--- config.mk ---
export PLATFORM = sky130hd
export DESIGN_NAME = imem_loader
export DESIGN_NICKNAME = d
export VERILOG_FILES = /design/src/rtl/imem_loader.sv
export SDC_FILE = /design/constraint.sdc
export NUM_CORES = 1
export LEC_CHECK = 0
export ABC_AREA = 1
export CAP_MARGIN = 20
export CORE_ASPECT_RATIO = 1.25
export CORE_MARGIN = 10
export CORE_UTILIZATION = 33
export DETAILED_ROUTE_END_ITERATION = 10
export PLACE_DENSITY = 0.77
export REMOVE_ABC_BUFFERS = 1
export SLEW_MARGIN = 20
export SYNTH_ARGS = -nofsm -noshare
export SYNTH_HDL_FRONTEND = slang
export SYNTH_SLANG_ARGS = --single-unit
--- constraint.sdc ---
create_clock -name clk -period 1.4 [get_ports clk]
set_input_delay 0.21 -clock clk [delete_from_list [all_inputs] [get_ports clk]]
set_output_delay 0.21 -clock clk [all_outputs]
set_load 0.02 [all_outputs]
--- src/rtl/imem_loader.sv ---
// imem_loader: host-side program loader for the pipelined ARM CPU.
// Holds the CPU in software reset, streams (addr, data) words from the host into
// instruction memory over a valid/ready handshake, then releases the CPU.
// Optional read-back verify of every written word: define LOADER_VERIFY_EN.
module imem_loader #(
    parameter int unsigned ADDR_W      = 9,
    parameter int unsigned DATA_W      = 32,
    parameter int unsigned HALT_CYCLES = 4,
    parameter int unsigned MAX_WORDS   = 128
) (
    input  logic              clk,
    input  logic              rstb,
    input  logic              load_start,
    input  logic              abort,
    input  logic              clr_err,
    input  logic              host_valid,
    output logic              host_ready,
    input  logic [ADDR_W-1:0] host_addr,
    input  logic [DATA_W-1:0] host_data,
    input  logic              host_last,
    output logic [31:0]       sw_reset,
    output logic [31:0]       sw_mem_addr,
    output logic [31:0]       sw_mem_wdata,
    output logic [31:0]       sw_mem_cmd,
    input  logic [31:0]       hw_mem_rdata,
    output logic              busy,
    output logic              done,
    output logic              err,
    output logic [1:0]        err_code,
    output logic [7:0]        word_count
);

    localparam logic [3:0] HaltCntMax = 4'(HALT_CYCLES - 1);
    localparam logic [7:0] MaxWords   = 8'(MAX_WORDS);

    localparam logic [1:0] ErrNone     = 2'd0;
    localparam logic [1:0] ErrAlign    = 2'd1;
    localparam logic [1:0] ErrOverflow = 2'd2;
    localparam logic [1:0] ErrAbort    = 2'd3;

`ifdef LOADER_VERIFY_EN
    typedef enum logic [2:0] {
        StIdle, StHalt, StAccept, StWrite, StRelease, StError, StVread, StVcmp
    } state_e;
`else
    typedef enum logic [2:0] {
        StIdle, StHalt, StAccept, StWrite, StRelease, StError
    } state_e;

    // Read data only matters for verify.
    logic unused_rdata;
    assign unused_rdata = ^hw_mem_rdata;
`endif

    state_e            state_q, state_d;
    logic [3:0]        halt_cnt_q, halt_cnt_d;
    logic [ADDR_W-1:0] addr_q, addr_d;
    logic [DATA_W-1:0] data_q, data_d;
    logic              last_q, last_d;
    logic [7:0]        word_count_q, word_count_d;
    logic [1:0]        err_code_q, err_code_d;
    logic              done_q, done_d;
    logic              cpu_hold;
    logic              mem_wr;
    logic              abort_hit;

    // State and datapath registers; reset drops any session in flight.
    always_ff @(posedge clk or negedge rstb) begin
        if (!rstb) begin
            state_q      <= StIdle;
            halt_cnt_q   <= 4'd0;
            addr_q       <= '0;
            data_q       <= '0;
            last_q       <= 1'b0;
            word_count_q <= 8'd0;
            err_code_q   <= ErrNone;
            done_q       <= 1'b0;
        end else begin
            state_q      <= state_d;
            halt_cnt_q   <= halt_cnt_d;
            addr_q       <= addr_d;
            data_q       <= data_d;
            last_q       <= last_d;
            word_count_q <= word_count_d;
            err_code_q   <= err_code_d;
            done_q       <= done_d;
        end
    end

    // Abort is honoured only while a session is active.
    assign abort_hit = abort && (state_q != StIdle) && (state_q != StError);

    // Next-state logic and per-state control outputs.
    always_comb begin
        state_d      = state_q;
        halt_cnt_d   = halt_cnt_q;
        addr_d       = addr_q;
        data_d       = data_q;
        last_d       = last_q;
        word_count_d = word_count_q;
        err_code_d   = err_code_q;
        done_d       = 1'b0;
        host_ready   = 1'b0;
        cpu_hold     = 1'b1;
        mem_wr       = 1'b0;

        case (state_q)
            StIdle: begin
                cpu_hold = 1'b0;
                if (load_start) begin
                    state_d      = StHalt;
                    halt_cnt_d   = 4'd0;
                    word_count_d = 8'd0;
                end
            end
            StHalt: begin
                // Let the CPU pipeline drain before touching imem.
                if (halt_cnt_q == HaltCntMax) begin
                    state_d = StAccept;
                end else begin
                    halt_cnt_d = halt_cnt_q + 4'd1;
                end
            end
            StAccept: begin
                host_ready = 1'b1;
                if (host_valid) begin
                    if (host_addr[1:0] != 2'b00) begin
                        state_d    = StError;
                        err_code_d = ErrAlign;
                    end else if (word_count_q == MaxWords) begin
                        state_d    = StError;
                        err_code_d = ErrOverflow;
                    end else begin
                        state_d = StWrite;
                        addr_d  = host_addr;
                        data_d  = host_data;
                        last_d  = host_last;
                    end
                end
            end
            StWrite: begin
                mem_wr       = 1'b1;
                word_count_d = word_count_q + 8'd1;
`ifdef LOADER_VERIFY_EN
                state_d = StVread;
`else
                state_d = last_q ? StRelease : StAccept;
`endif
            end
`ifdef LOADER_VERIFY_EN
            StVread: begin
                // Address still presented; CPU returns the word next cycle.
                state_d = StVcmp;
            end
            StVcmp: begin
                if (hw_mem_rdata[DATA_W-1:0] == data_q) begin
                    state_d = last_q ? StRelease : StAccept;
                end else begin
                    state_d    = StError;
                    err_code_d = ErrAbort;
                end
            end
`endif
            StRelease: begin
                state_d = StIdle;
                done_d  = 1'b1;
            end
            StError: begin
                if (clr_err) begin
                    state_d    = StIdle;
                    err_code_d = ErrNone;
                end
            end
            default: begin
                state_d = StIdle;
            end
        endcase

        // Abort beats any simultaneous handshake; the offered word is not latched.
        if (abort_hit) begin
            state_d    = StError;
            err_code_d = ErrAbort;
            addr_d     = addr_q;
            data_d     = data_q;
            last_d     = last_q;
            done_d     = 1'b0;
        end
    end

    assign sw_reset     = {31'd0, cpu_hold};
    assign sw_mem_cmd   = {31'd0, mem_wr};
    assign sw_mem_addr  = 32'(addr_q);
    assign sw_mem_wdata = 32'(data_q);
    assign busy         = (state_q != StIdle);
    assign err          = (state_q == StError);
    assign err_code     = err_code_q;
    assign done         = done_q;
    assign word_count   = word_count_q;

endmodule
==> results of run 1 <==
==> worst reg2reg max path, delay by kind of cell, from the launching register on <==
kind          cells  cell delay (ps)
simple gates      6              630
buf+inv           4              510
flops             1              450
==> layout make-up <==
cell class / count / area (um2)
Tap cell: 129 / 161
Multi-Input combinational cell: 307 / 1640
Clock inverter: 4 / 70.1
Clock buffer: 12 / 267
Sequential cell: 60 / 1510
Inverter: 26 / 100
Fill cell: 912 / 4710
Timing Repair Buffer: 174 / 1660
==> power by group <==
part           switching (uW)  internal [uW]  total [uW]
clock network             756           1700        2450
logic                    3000           2110        5110
registers                 442           2490        2930
==> cell usage after synthesis (5+ instances only) <==
cell                      count  share of area
sky130_fd_sc_hd__nand2_1    116           0.13
sky130_fd_sc_hd__buf_4       87           0.19
sky130_fd_sc_hd__dfrtp_1     60           0.44
sky130_fd_sc_hd__o21ai_0     41          0.060
sky130_fd_sc_hd__inv_1       25          0.028
sky130_fd_sc_hd__nand3_1     17          0.025
sky130_fd_sc_hd__nor2_1      13          0.014
sky130_fd_sc_hd__o21ai_1     11          0.016
sky130_fd_sc_hd__buf_6        5          0.017
==> sequential cells by signal, summed over array words and instances, names as in the netlist <==
signal,flops
sw_mem_wdata,32
err_code,2
halt_cnt_q,4
state_q,3
done,1
word_count,8
addr_q,9
last_q,1
==> metrics by stage <==
stage                     utilization  power (uW)  hold WS, ps  instance area (um2)
final                           0.534       10500          423                 5400
after global routing            0.534       11100          432                 5400
after CTS                       0.501        9970          400                 5060
after detailed placement        0.448        7570          250                 4530
after global placement          0.448        7400          244                 4530
after floorplan                     -        5080        -85.6                 2970
==> logic make-up after synthesis <==
group	Yosys count
adder cells (fa/ha/maj)	3
other	1
buffers and inverters	126
XOR/XNOR	2
AND/OR/NAND/NOR	159
AO/OA/AOI/OAI	58
flip-flops	60
==> timing repair <==
item                                    in CTS  in global routing
hold endpoints to repair                    60                  0
endpoints found under the setup margin     108                 67
buffers inserted                            13                 15
hold buffers                                 1                  0
pin swaps                                    5                 16
resized for setup                          127                 91
gates cloned                                 2                  3
==> worst max-delay path by stage <==
stage | from | to
floorplan | word_count[0] | addr_q[2]
global placement | host_addr[0] | sw_mem_wdata[13]
detailed placement | host_addr[0] | sw_mem_wdata[10]
CTS | state_q[2] | sw_mem_wdata[13]
global route | state_q[0] | sw_mem_wdata[20]
finish | state_q[0] | sw_mem_wdata[20]
==> per-layer routing <==
metal | vias to the layer above | routed length [um] | global-route usage
li1 | 1461 | - | -
met1 | 1452 | 3920 | 0.132
met2 | 163 | 5610 | 0.234
met3 | 27 | 1320 | 0.0759
met4 | 0 | 291 | 0.0609
met5 | - | 0 | 0
==> summary.md, run 1 <==
| Metric | Value |
|---|---|
| Mapped Avg Cell Area | `a little over 8 um2` |
| Post-detailed-route wirelength per cell | `~16 um` |
| Worst Setup Start Kind | `flip-flop` |
| Height of the die | `approximately 130 um` |
| Core Region | `0.0101 mm2` |
| Number of antenna violations at the first check in global routing | `0` |
| HPWL reported at the end of detailed placement | `about 7.6 mm` |
| Number of stages on the worst setup path | `10` |
| Total CTS buffers | `9` |
| Final count of hold timing violations | `0` |
| Wire length of the first global-routing pass | `roughly 17 mm` |
| Setup skew after layout | `about 5.0 ps` |
| Yosys cell types | `29` |
| Highest-delay cell along the critical path | `sky130_fd_sc_hd__dfrtp_2` |
| Floorplan die width | `roughly 110 um` |
| Count of vias placed by the detailed router | `3,103` |
| Simple-Gate Fraction of Synth Area | `0.206` |
| DR vias/cell | `4.36` |
| Tmin final | `1650 ps` |
| CTS max path bufs | `2` |
| XOR/XNOR Fraction of Synth Area | `0.00515` |
| Initial standard-cell utilization of the core | `0.336` |
| Max Freq | `~600 MHz` |
| Worst-path fanout max | `7` |
| Buffers and inverters on the worst path | `4` |
| Area added between synthesis and finish | `58.7%` |
| Number of diodes | `0` |
| Number of global-route vias before repair | `around 3,400` |
| Layout cell share with drive strength beyond 1 | `0.290` |
| Clock tree from TritonCTS | `built` |
| Class of the tightest hold or removal check | `input port to flip-flop` |
| Latest clock arrival within the worst-skew pair | `320 ps` |
| Violated checks | `setup timing` |
| Synthesized flop and latch total | `60` |
| Clk slew on worst S/H paths | `around 50 ps` |
| Cell Pwr Density | `1940 mW/mm2` |
| Final setup fails | `between 50 and 60` |
| Critical path required time | `approximately 1700 ps` |
| Final sum of negative setup slack | `-11,120 ps` |
| Fraction of the yosys area taken by sequential cells | `0.442` |
| Setup repair after global routing missed its margin | `true` |
| Top library cells by usage in the layout, fill and taps aside | `85 x sky130_fd_sc_hd__conb_1, 73 x sky130_fd_sc_hd__nand2_1, 57 x sky130_fd_sc_hd__dfrtp_1, 46 x sky130_fd_sc_hd__clkdlybuf4s50_1, 46 x sky130_fd_sc_hd__buf_4` |
| Arrival time reported for the critical path endpoint | `1920 ps` |
| Cells on worst reg2reg path | `10` |
| Series of cell instances along the critical path | `nor2_4 > nand2_2 > inv_2 > buf_6 > nand3_4 > buf_12 > nor2_8 > clkbuf_16 > nand2_1 > nand2_1` |
| Compound-gate portion of the synthesized area | `0.0872` |
| DRC marker count from the first detailed-route iteration | `73` |
| Number of enable flip-flop cells after synthesis | `0` |
| R2R Path Start | `state_q[0]` |
| Combinational family with the most area after synthesis | `buffers and inverters` |
| Status | `finished, violations left` |
| Flop2flop setup slack | `-250 ps` |
| Mapped Area | `about 0.0034 mm2` |
| Count of maximum capacitance violations | `0` |
| Placement-stage worst setup slack | `-261 ps` |
| Multiplexer share of the synthesized area | `0` |
| Cell Count, Final, Fillers Out | `712` |
| Tcrit/Tclk final | `1.18` |
| Leading register cell type out of synthesis | `sky130_fd_sc_hd__dfrtp_1` |
| # rows | `a little over 40` |
| Clock net sink count | `60` |
| Total congestion overflow after global routing | `0` |
| Total global-route track usage | `0.137` |
| Worst hold endpoint | `sw_mem_wdata[5]` |
| DRC violation count after routing | `0` |
| Total iterations of the first detailed-routing run | `4` |
| Post-synthesis share of cell area spent on full adders, half adders and majority gates | `0.0110` |
| Max-slew violation count | `0` |
| Number of primary I/O pins | `approximately 220` |
| Endpoint type of the worst setup path | `flip-flop` |
| Floorplan die area | `about 0.015 mm2` |
| YS warnings | `0` |
| Final Net Count | `661` |
| Commonest non-fill, non-tap cell in the layout | `sky130_fd_sc_hd__conb_1` |
| Worst IR drop on VDD | `~0.93 mV` |
| Proportion of register bits with asynchronous set or reset after synthesis | `1.00` |
| Clock H-tree levels | `3` |
| Pin count of the biggest net entering global routing | `61` |
| Biggest cell delay along the critical path | `~450 ps` |
| PnR worst setup slack | `-255 ps` |
| Gate count after technology mapping | `409` |
| Hold wc startpoint | `host_data[5]` |
| Depth of the worst hold-timing path | `3` |
| Most frequent cell on the critical path | `sky130_fd_sc_hd__nand2_1` |
| CP top delay family | `simple AND/OR/NAND/NOR gates` |
| Buffer cell driving the clock tree root | `sky130_fd_sc_hd__clkbuf_16` |
| Total wire length after detailed routing | `around 11 mm` |
| Placed Instances | `between 600 and 700` |
| Lkg Pwr | `0.00295 uW` |
| Count of buffers inserted at the top-level ports | `roughly 100` |
| Antenna viol nets, final | `0` |
| Worst reg2reg endpoint | `sw_mem_wdata[20]` |
| GPL Wtd Cong | `a little under 0.8` |
| Type of the worst setup path | `flip-flop to flip-flop` |
Note: power is estimated with default switching activity, not from simulation.
==> run 2: changes to the inputs <==
--- a/config.mk
+++ b/config.mk
@@ -13,6 +13,7 @@
 export DETAILED_ROUTE_END_ITERATION = 10
 export PLACE_DENSITY = 0.77
 export REMOVE_ABC_BUFFERS = 1
+export SETUP_SLACK_MARGIN = 0.1
 export SLEW_MARGIN = 20
 export SYNTH_ARGS = -nofsm -noshare
 export SYNTH_HDL_FRONTEND = slang
==> summary.md, run 2 (same netlist as run 1, synthesis figures left out) <==
| Metric | Value |
|---|---|
| Total CTS buffers | `9` |
| Cell Count, Final, Fillers Out | `roughly 720` |
| Utilization of the core after routing | `0.552` |
| R2R Path Start | `state_q[2]` |
| Initial standard-cell utilization of the core | `0.336` |
| Buffer cell driving the clock tree root | `sky130_fd_sc_hd__clkbuf_16` |
| Clock tree from TritonCTS | `built` |
| Violated checks | `setup timing` |
| PnR worst setup slack | `-225 ps` |
| Final sum of negative setup slack | `-9590 ps` |
| Max Freq | `slightly above 600 MHz` |
| Commonest non-fill, non-tap cell in the layout | `sky130_fd_sc_hd__nand2_1` |
| Layout cell share with drive strength beyond 1 | `0.346` |
| Cells on worst reg2reg path | `9` |
| GPL Wtd Cong | `~0.8` |
| Clk slew on worst S/H paths | `about 50 ps` |
| Internal power | `6580 uW` |
| Type of the worst setup path | `flip-flop to output pin` |
| Placed Instances | `approximately 670` |
| Tcrit/Tclk final | `1.16` |
| Share of power burned in the clock network | `0.223` |
| Post-detailed-route wirelength per cell | `roughly 16 um` |
| Top library cells by usage in the layout, fill and taps aside | `91 x sky130_fd_sc_hd__nand2_1, 85 x sky130_fd_sc_hd__conb_1, 57 x sky130_fd_sc_hd__dfrtp_1, 52 x sky130_fd_sc_hd__buf_4, 46 x sky130_fd_sc_hd__clkdlybuf4s50_1` |
| Cell Pwr Density | `1970 mW/mm2` |
| Number of global-route vias before repair | `about 3,400` |
| Floorplan die width | `around 110 um` |
| Wire length of the first global-routing pass | `between 15 and 20 mm` |
| CTS max path bufs | `2` |
| Total wire length after detailed routing | `between 10 and 15 mm` |
| Class of the tightest hold or removal check | `input port to flip-flop` |
| Number of fill cells in the layout | `around 900` |
| Worst hold endpoint | `sw_mem_wdata[5]` |
| # rows | `41` |
| Worst reg2reg endpoint | `sw_mem_wdata[23]` |
| Number of flip-flops under the largest register name | `32` |
| Buffers and inverters on the worst path | `3` |
| Setup repair after global routing missed its margin | `true` |
| Final setup fails | `57` |
| Worst Setup Start Kind | `flip-flop` |
| Clock net sink count | `60` |
| Worst IR drop on VDD | `0.907 mV` |
| Count of vias placed by the detailed router | `approximately 3,100` |
| Worst-path fanout max | `5` |
| Count of buffers inserted at the top-level ports | `about 100` |
| Total congestion overflow after global routing | `0` |
| Area added between synthesis and finish | `64.0%` |
| Total global-route track usage | `0.138` |
| Hold wc startpoint | `host_data[5]` |
| Count of maximum capacitance violations | `0` |
| Net Sw Power | `~4400 uW` |
| DRC marker count from the first detailed-route iteration | `slightly below 50` |
| Max-slew violation count | `0` |
| Floorplan die area | `between 0.01 and 0.015 mm2` |
| Clock H-tree levels | `3` |
| Share of total power consumed by net switching | `0.402` |
| Arrival time reported for the critical path endpoint | `1410 ps` |
| Total iterations of the first detailed-routing run | `4` |
| Most frequent cell on the critical path | `sky130_fd_sc_hd__buf_6` |
| Register cell area after layout | `roughly 0.0015 mm2` |
| Final Net Count | `668` |
| Number of antenna violations at the first check in global routing | `0` |
| Final count of hold timing violations | `0` |
| Height of the die | `approximately 130 um` |
| Flop2flop setup slack | `-220 ps` |
| Series of cell instances along the critical path | `buf_6 > nor2_4 > nand2_4 > buf_4 > buf_6` |
| Pin count of the biggest net entering global routing | `between 60 and 70` |
| DR vias/cell | `4.35` |
| Endpoint type of the worst setup path | `output pin` |
| Depth of the worst hold-timing path | `3` |
| Tmin final | `approximately 1600 ps` |
| Critical path required time | `about 1200 ps` |
| Highest-delay cell along the critical path | `sky130_fd_sc_hd__dfrtp_2` |
| CP top delay family | `flip-flops` |
| Setup skew after layout | `approximately 6.4 ps` |
| Lkg Pwr | `0.00302 uW` |
| Antenna viol nets, final | `0` |
| Core Region | `0.0101 mm2` |
| Area used by multi-input combinational logic | `approximately 0.0017 mm2` |
| Proportion of power drawn by combinational gates | `0.502` |
| Total Power | `around 11,000 uW` |
| Status | `finished, violations left` |
| HPWL reported at the end of detailed placement | `7.61 mm` |
| Number of primary I/O pins | `between 200 and 250` |
| Biggest cell delay along the critical path | `470 ps` |
| Latest clock arrival within the worst-skew pair | `330 ps` |
| Reg power frac | `0.276` |
| Number of diodes | `0` |
| DRC violation count after routing | `0` |
[run 2: changes by cell type in the layout (fill, tap and decap cells not counted), sizes merged]
| cell | before | now |
|---|---|---|
| clkbuf | 14 | 16 |
| clkdlybuf4s15 | 7 | 4 |
| buf | 74 | 88 |
| dlygate4sd2 | 44 | 38 |
[run 2: per-stage QoR]
step | area, um2 | worst slack [ps] | hold slack (ps)
after global routing | 5580 | -291 | 417
after floorplan | 2970 | -502 | -85.6
after CTS | 5210 | -188 | 400
final | 5580 | -225 | 418
after detailed placement | 4530 | -261 | 250
after global placement | 4530 | -215 | 244
[run 2: cell type report]
class,count,share of cell area
Inverter,26,0.0175
Sequential cell,60,0.270
Clock buffer,12,0.0478
Clock inverter,4,0.0126
Multi-Input combinational cell,307,0.313
Tap cell,129,0.0289
Timing Repair Buffer,181,0.311
[run 2: power groups by stage]
stage | clock network (uW) | registers (uW) | logic [uW]
final | 2450 | 3030 | 5520
after global routing | 2580 | 3120 | 5970
after CTS | 2510 | 2960 | 4840
after detailed placement | 0 | 2930 | 4640
after global placement | 0 | 2880 | 4520
after floorplan | 0 | 3700 | 1380
[run 2: worst max-delay path by stage]
| stage | slack [ps] | cells past startpoint | endpoint | start |
|---|---|---|---|---|
| 2_1_floorplan | -500 | 8 | addr_q[2] | word_count[0] |
| 3_3_place_gp | -210 | 8 | sw_mem_wdata[13] | host_addr[0] |
| 3_5_place_dp | -260 | 7 | sw_mem_wdata[10] | host_addr[0] |
| 4_1_cts | -190 | 9 | sw_mem_wdata[7] | word_count[1] |
| 5_1_grt | -290 | 9 | sw_mem_wdata[3] | state_q[0] |
| 6_report | -220 | 5 | busy | state_q[2] |
[run 2: layer usage]
layer,track usage,vias up,part of all wire
met5,0,-,0
li1,-,1483,-
met2,0.236,159,0.51
met1,0.138,1462,0.35
met4,0.0536,0,0.022
met3,0.0746,21,0.12
[run 2: worst min-delay path, cell delays in order]
cell and delay [ps]:
sky130_fd_sc_hd__clkdlybuf4s50_1 390, sky130_fd_sc_hd__nand2_1 60, sky130_fd_sc_hd__nand2_1 40
[run 2: repair_timing]
action                                  in CTS  in global routing
gates resized for setup                    206                 75
buffers inserted                            16                 15
pin swaps                                   15                 24
hold buffers                                 1                  0
endpoints found under the hold margin       60                  0
endpoints found under the setup margin     116                 68
gates cloned                                 3                  2
==> run 3: changes to the inputs <==
--- a/config.mk
+++ b/config.mk
@@ -9,9 +9,9 @@
 export CAP_MARGIN = 20
 export CORE_ASPECT_RATIO = 1.25
 export CORE_MARGIN = 10
-export CORE_UTILIZATION = 33
+export CORE_UTILIZATION = 39
 export DETAILED_ROUTE_END_ITERATION = 10
-export PLACE_DENSITY = 0.77
+export PLACE_DENSITY = 0.86
 export REMOVE_ABC_BUFFERS = 1
 export SETUP_SLACK_MARGIN = 0.1
 export SLEW_MARGIN = 20
==> constraint.sdc (replaced) <==
create_clock -name clk -period 1.96 [get_ports clk]
set_input_delay 0.294 -clock clk [delete_from_list [all_inputs] [get_ports clk]]
set_output_delay 0.294 -clock clk [all_outputs]
set_load 0.02 [all_outputs]
==> summary.md, run 3 (same netlist as run 1, synthesis figures left out) <==
| Metric | Value |
|---|---|
| Status | `finished clean` |
| Height of the die | `roughly 120 um` |
| Final sum of negative setup slack | `0 ps` |
| Tmin final | `between 1500 and 2000 ps` |
| Total wire length after detailed routing | `about 9.3 mm` |
| Depth of the worst hold-timing path | `2` |
| Total congestion overflow after global routing | `0` |
| Number of flip-flops under the largest register name | `32` |
| Final Net Count | `601` |
| Number of stages on the worst setup path | `4` |
| R2R Path Start | `word_count[0]` |
| Floorplan die area | `between 0.01 and 0.015 mm2` |
| GPL Wtd Cong | `0.844` |
| Tcrit/Tclk final | `0.903` |
| Critical path required time | `approximately 1700 ps` |
| Type of the worst setup path | `flip-flop to output pin` |
| Core Region | `between 0.008 and 0.009 mm2` |
| Cell Pwr Density | `between 1000 and 1500 mW/mm2` |
| Number of diodes | `0` |
| Latest clock arrival within the worst-skew pair | `around 330 ps` |
| Setup repair after global routing missed its margin | `false` |
| Max-slew violation count | `0` |
| Top library cells by usage in the layout, fill and taps aside | `116 x sky130_fd_sc_hd__nand2_1, 98 x sky130_fd_sc_hd__clkdlybuf4s50_1, 85 x sky130_fd_sc_hd__conb_1, 59 x sky130_fd_sc_hd__dfrtp_1, 41 x sky130_fd_sc_hd__o21ai_0` |
| Final count of hold timing violations | `0` |
| DRC violation count after routing | `0` |
| Most frequent cell on the critical path | `sky130_fd_sc_hd__inv_1` |
| Number of antenna violations at the first check in global routing | `0` |
| CP top delay family | `buffers and inverters` |
| Met1 global-route usage | `0.136` |
| Total iterations of the first detailed-routing run | `4` |
| Post-detailed-route wirelength per cell | `14.5 um` |
| DRC marker count from the first detailed-route iteration | `about 110` |
| Worst setup startpoint | `state_q[1]` |
| Total global-route track usage | `0.139` |
| Class of the tightest hold or removal check | `flip-flop to flip-flop` |
| Clock tree from TritonCTS | `built` |
| Arrival time reported for the critical path endpoint | `between 1000 and 1500 ps` |
| Clock H-tree levels | `3` |
| Clk slew on worst S/H paths | `70 ps` |
| Total CTS buffers | `9` |
| Cell Count, Final, Fillers Out | `between 600 and 700` |
| Initial standard-cell utilization of the core | `0.395` |
| Commonest non-fill, non-tap cell in the layout | `sky130_fd_sc_hd__nand2_1` |
| Busiest grt layer | `met2` |
| Area added between synthesis and finish | `33.6%` |
| Flop2flop setup slack | `280 ps` |
| Worst-path fanout max | `6` |
| Worst Setup Start Kind | `flip-flop` |
| Final setup fails | `0` |
| Hold wc startpoint | `sw_mem_wdata[30]` |
| Worst hold endpoint | `sw_mem_wdata[30]` |
| Number of global-route vias before repair | `around 3,000` |
| Clock net sink count | `60` |
| Met2 track utilization from global routing | `0.227` |
| Worst IR drop on VDD | `0.749 mV` |
| Wire length of the first global-routing pass | `about 15 mm` |
| Count of buffers inserted at the top-level ports | `104` |
| CTS max path bufs | `2` |
| Placed Instances | `approximately 630` |
| Floorplan die width | `just over 100 um` |
| Antenna viol nets, final | `0` |
| Series of cell instances along the critical path | `inv_1 > nand3_2 > inv_1 > clkdlybuf4s15_1` |
| Met3 Resource Use GR | `0.0895` |
| Endpoint type of the worst setup path | `output pin` |
| Worst reg2reg endpoint | `sw_mem_wdata[31]` |
| Layout cell share with drive strength beyond 1 | `0.0669` |
| Lkg Pwr | `0.00235 uW` |
| HPWL reported at the end of detailed placement | `~7.2 mm` |
| Cells on worst reg2reg path | `9` |
| Setup skew after layout | `11.0 ps` |
| Biggest cell delay along the critical path | `between 400 and 500 ps` |
| Pin count of the biggest net entering global routing | `slightly above 60` |
| DR vias/cell | `approximately 4.3` |
| Max Freq | `565 MHz` |
| Count of maximum capacitance violations | `0` |
| # rows | `38` |
| Buffers and inverters on the worst path | `3` |
| Count of vias placed by the detailed router | `approximately 2,800` |
| Post-CTS Setup Bufs | `0` |
| Buffer cell driving the clock tree root | `sky130_fd_sc_hd__clkbuf_8` |
| Number of primary I/O pins | `~220` |
| Highest-delay cell along the critical path | `sky130_fd_sc_hd__dfrtp_1` |
==> run 3: per-layer routing <==
layer / vias to the layer above / part of all wire
met5: - / 0
met4: 0 / 0.016
met3: 13 / 0.13
met2: 152 / 0.48
met1: 1259 / 0.37
li1: 1338 / -
==> run 3: area by class of cell <==
cell class | count | area, um2
clock inverters | 4 | 95.1
clock buffers | 12 | 155
inverters | 26 | 97.6
well taps | 120 | 150
multi-input cells | 307 | 1370
flip-flops and latches | 60 | 1500
fillers | 771 | 4060
repair buffers | 114 | 1170
==> run 3: timing repair <==
action,CTS,global route
hold buffers,1,0
endpoints found under the setup margin,5,3
pin swaps,0,0
resized for setup,6,3
hold endpoints to repair,60,0
cloned,0,1
==> run 3: worst reg2reg max path, stage by stage, from the launching register on <==
cell and delay, ps:
sky130_fd_sc_hd__dfrtp_1 400, sky130_fd_sc_hd__inv_1 80, sky130_fd_sc_hd__ha_1 200, sky130_fd_sc_hd__nor3b_1 130, sky130_fd_sc_hd__nand2_1 130, sky130_fd_sc_hd__nand3_4 150, sky130_fd_sc_hd__nor2_8 200, sky130_fd_sc_hd__buf_12 190
sky130_fd_sc_hd__nand2_1 80, sky130_fd_sc_hd__nand2_1 60
==> run 3: report_power, final <==
part	internal [uW]	leakage [uW]	switching [uW]	total, uW
Combinational	1260	0.00143	1760	3020
Sequential	1770	0.000795	326	2100
Clock	913	0.000127	483	1400
==> run 3: worst max-delay path by stage <==
stage | endpoint | slack [ps]
after detailed placement | sw_mem_wdata[5] | 150
after floorplan | addr_q[2] | 60
after global routing | sw_mem_wdata[21] | 100
after CTS | host_ready | 110
after global placement | sw_mem_wdata[3] | 200
final | err | 190
==> run 3: metrics by stage <==
stage	setup slack [ps]	area, um2	utilization	hold WS (ps)	total power [uW]
floorplan	57.9	2970	-	-1.59	3630
global placement	197	4270	0.496	325	5060
detailed placement	150	4270	0.496	327	5170
CTS	112	4520	0.525	474	6580
global route	102	4540	0.528	482	6960
finish	190	4540	0.528	477	6510
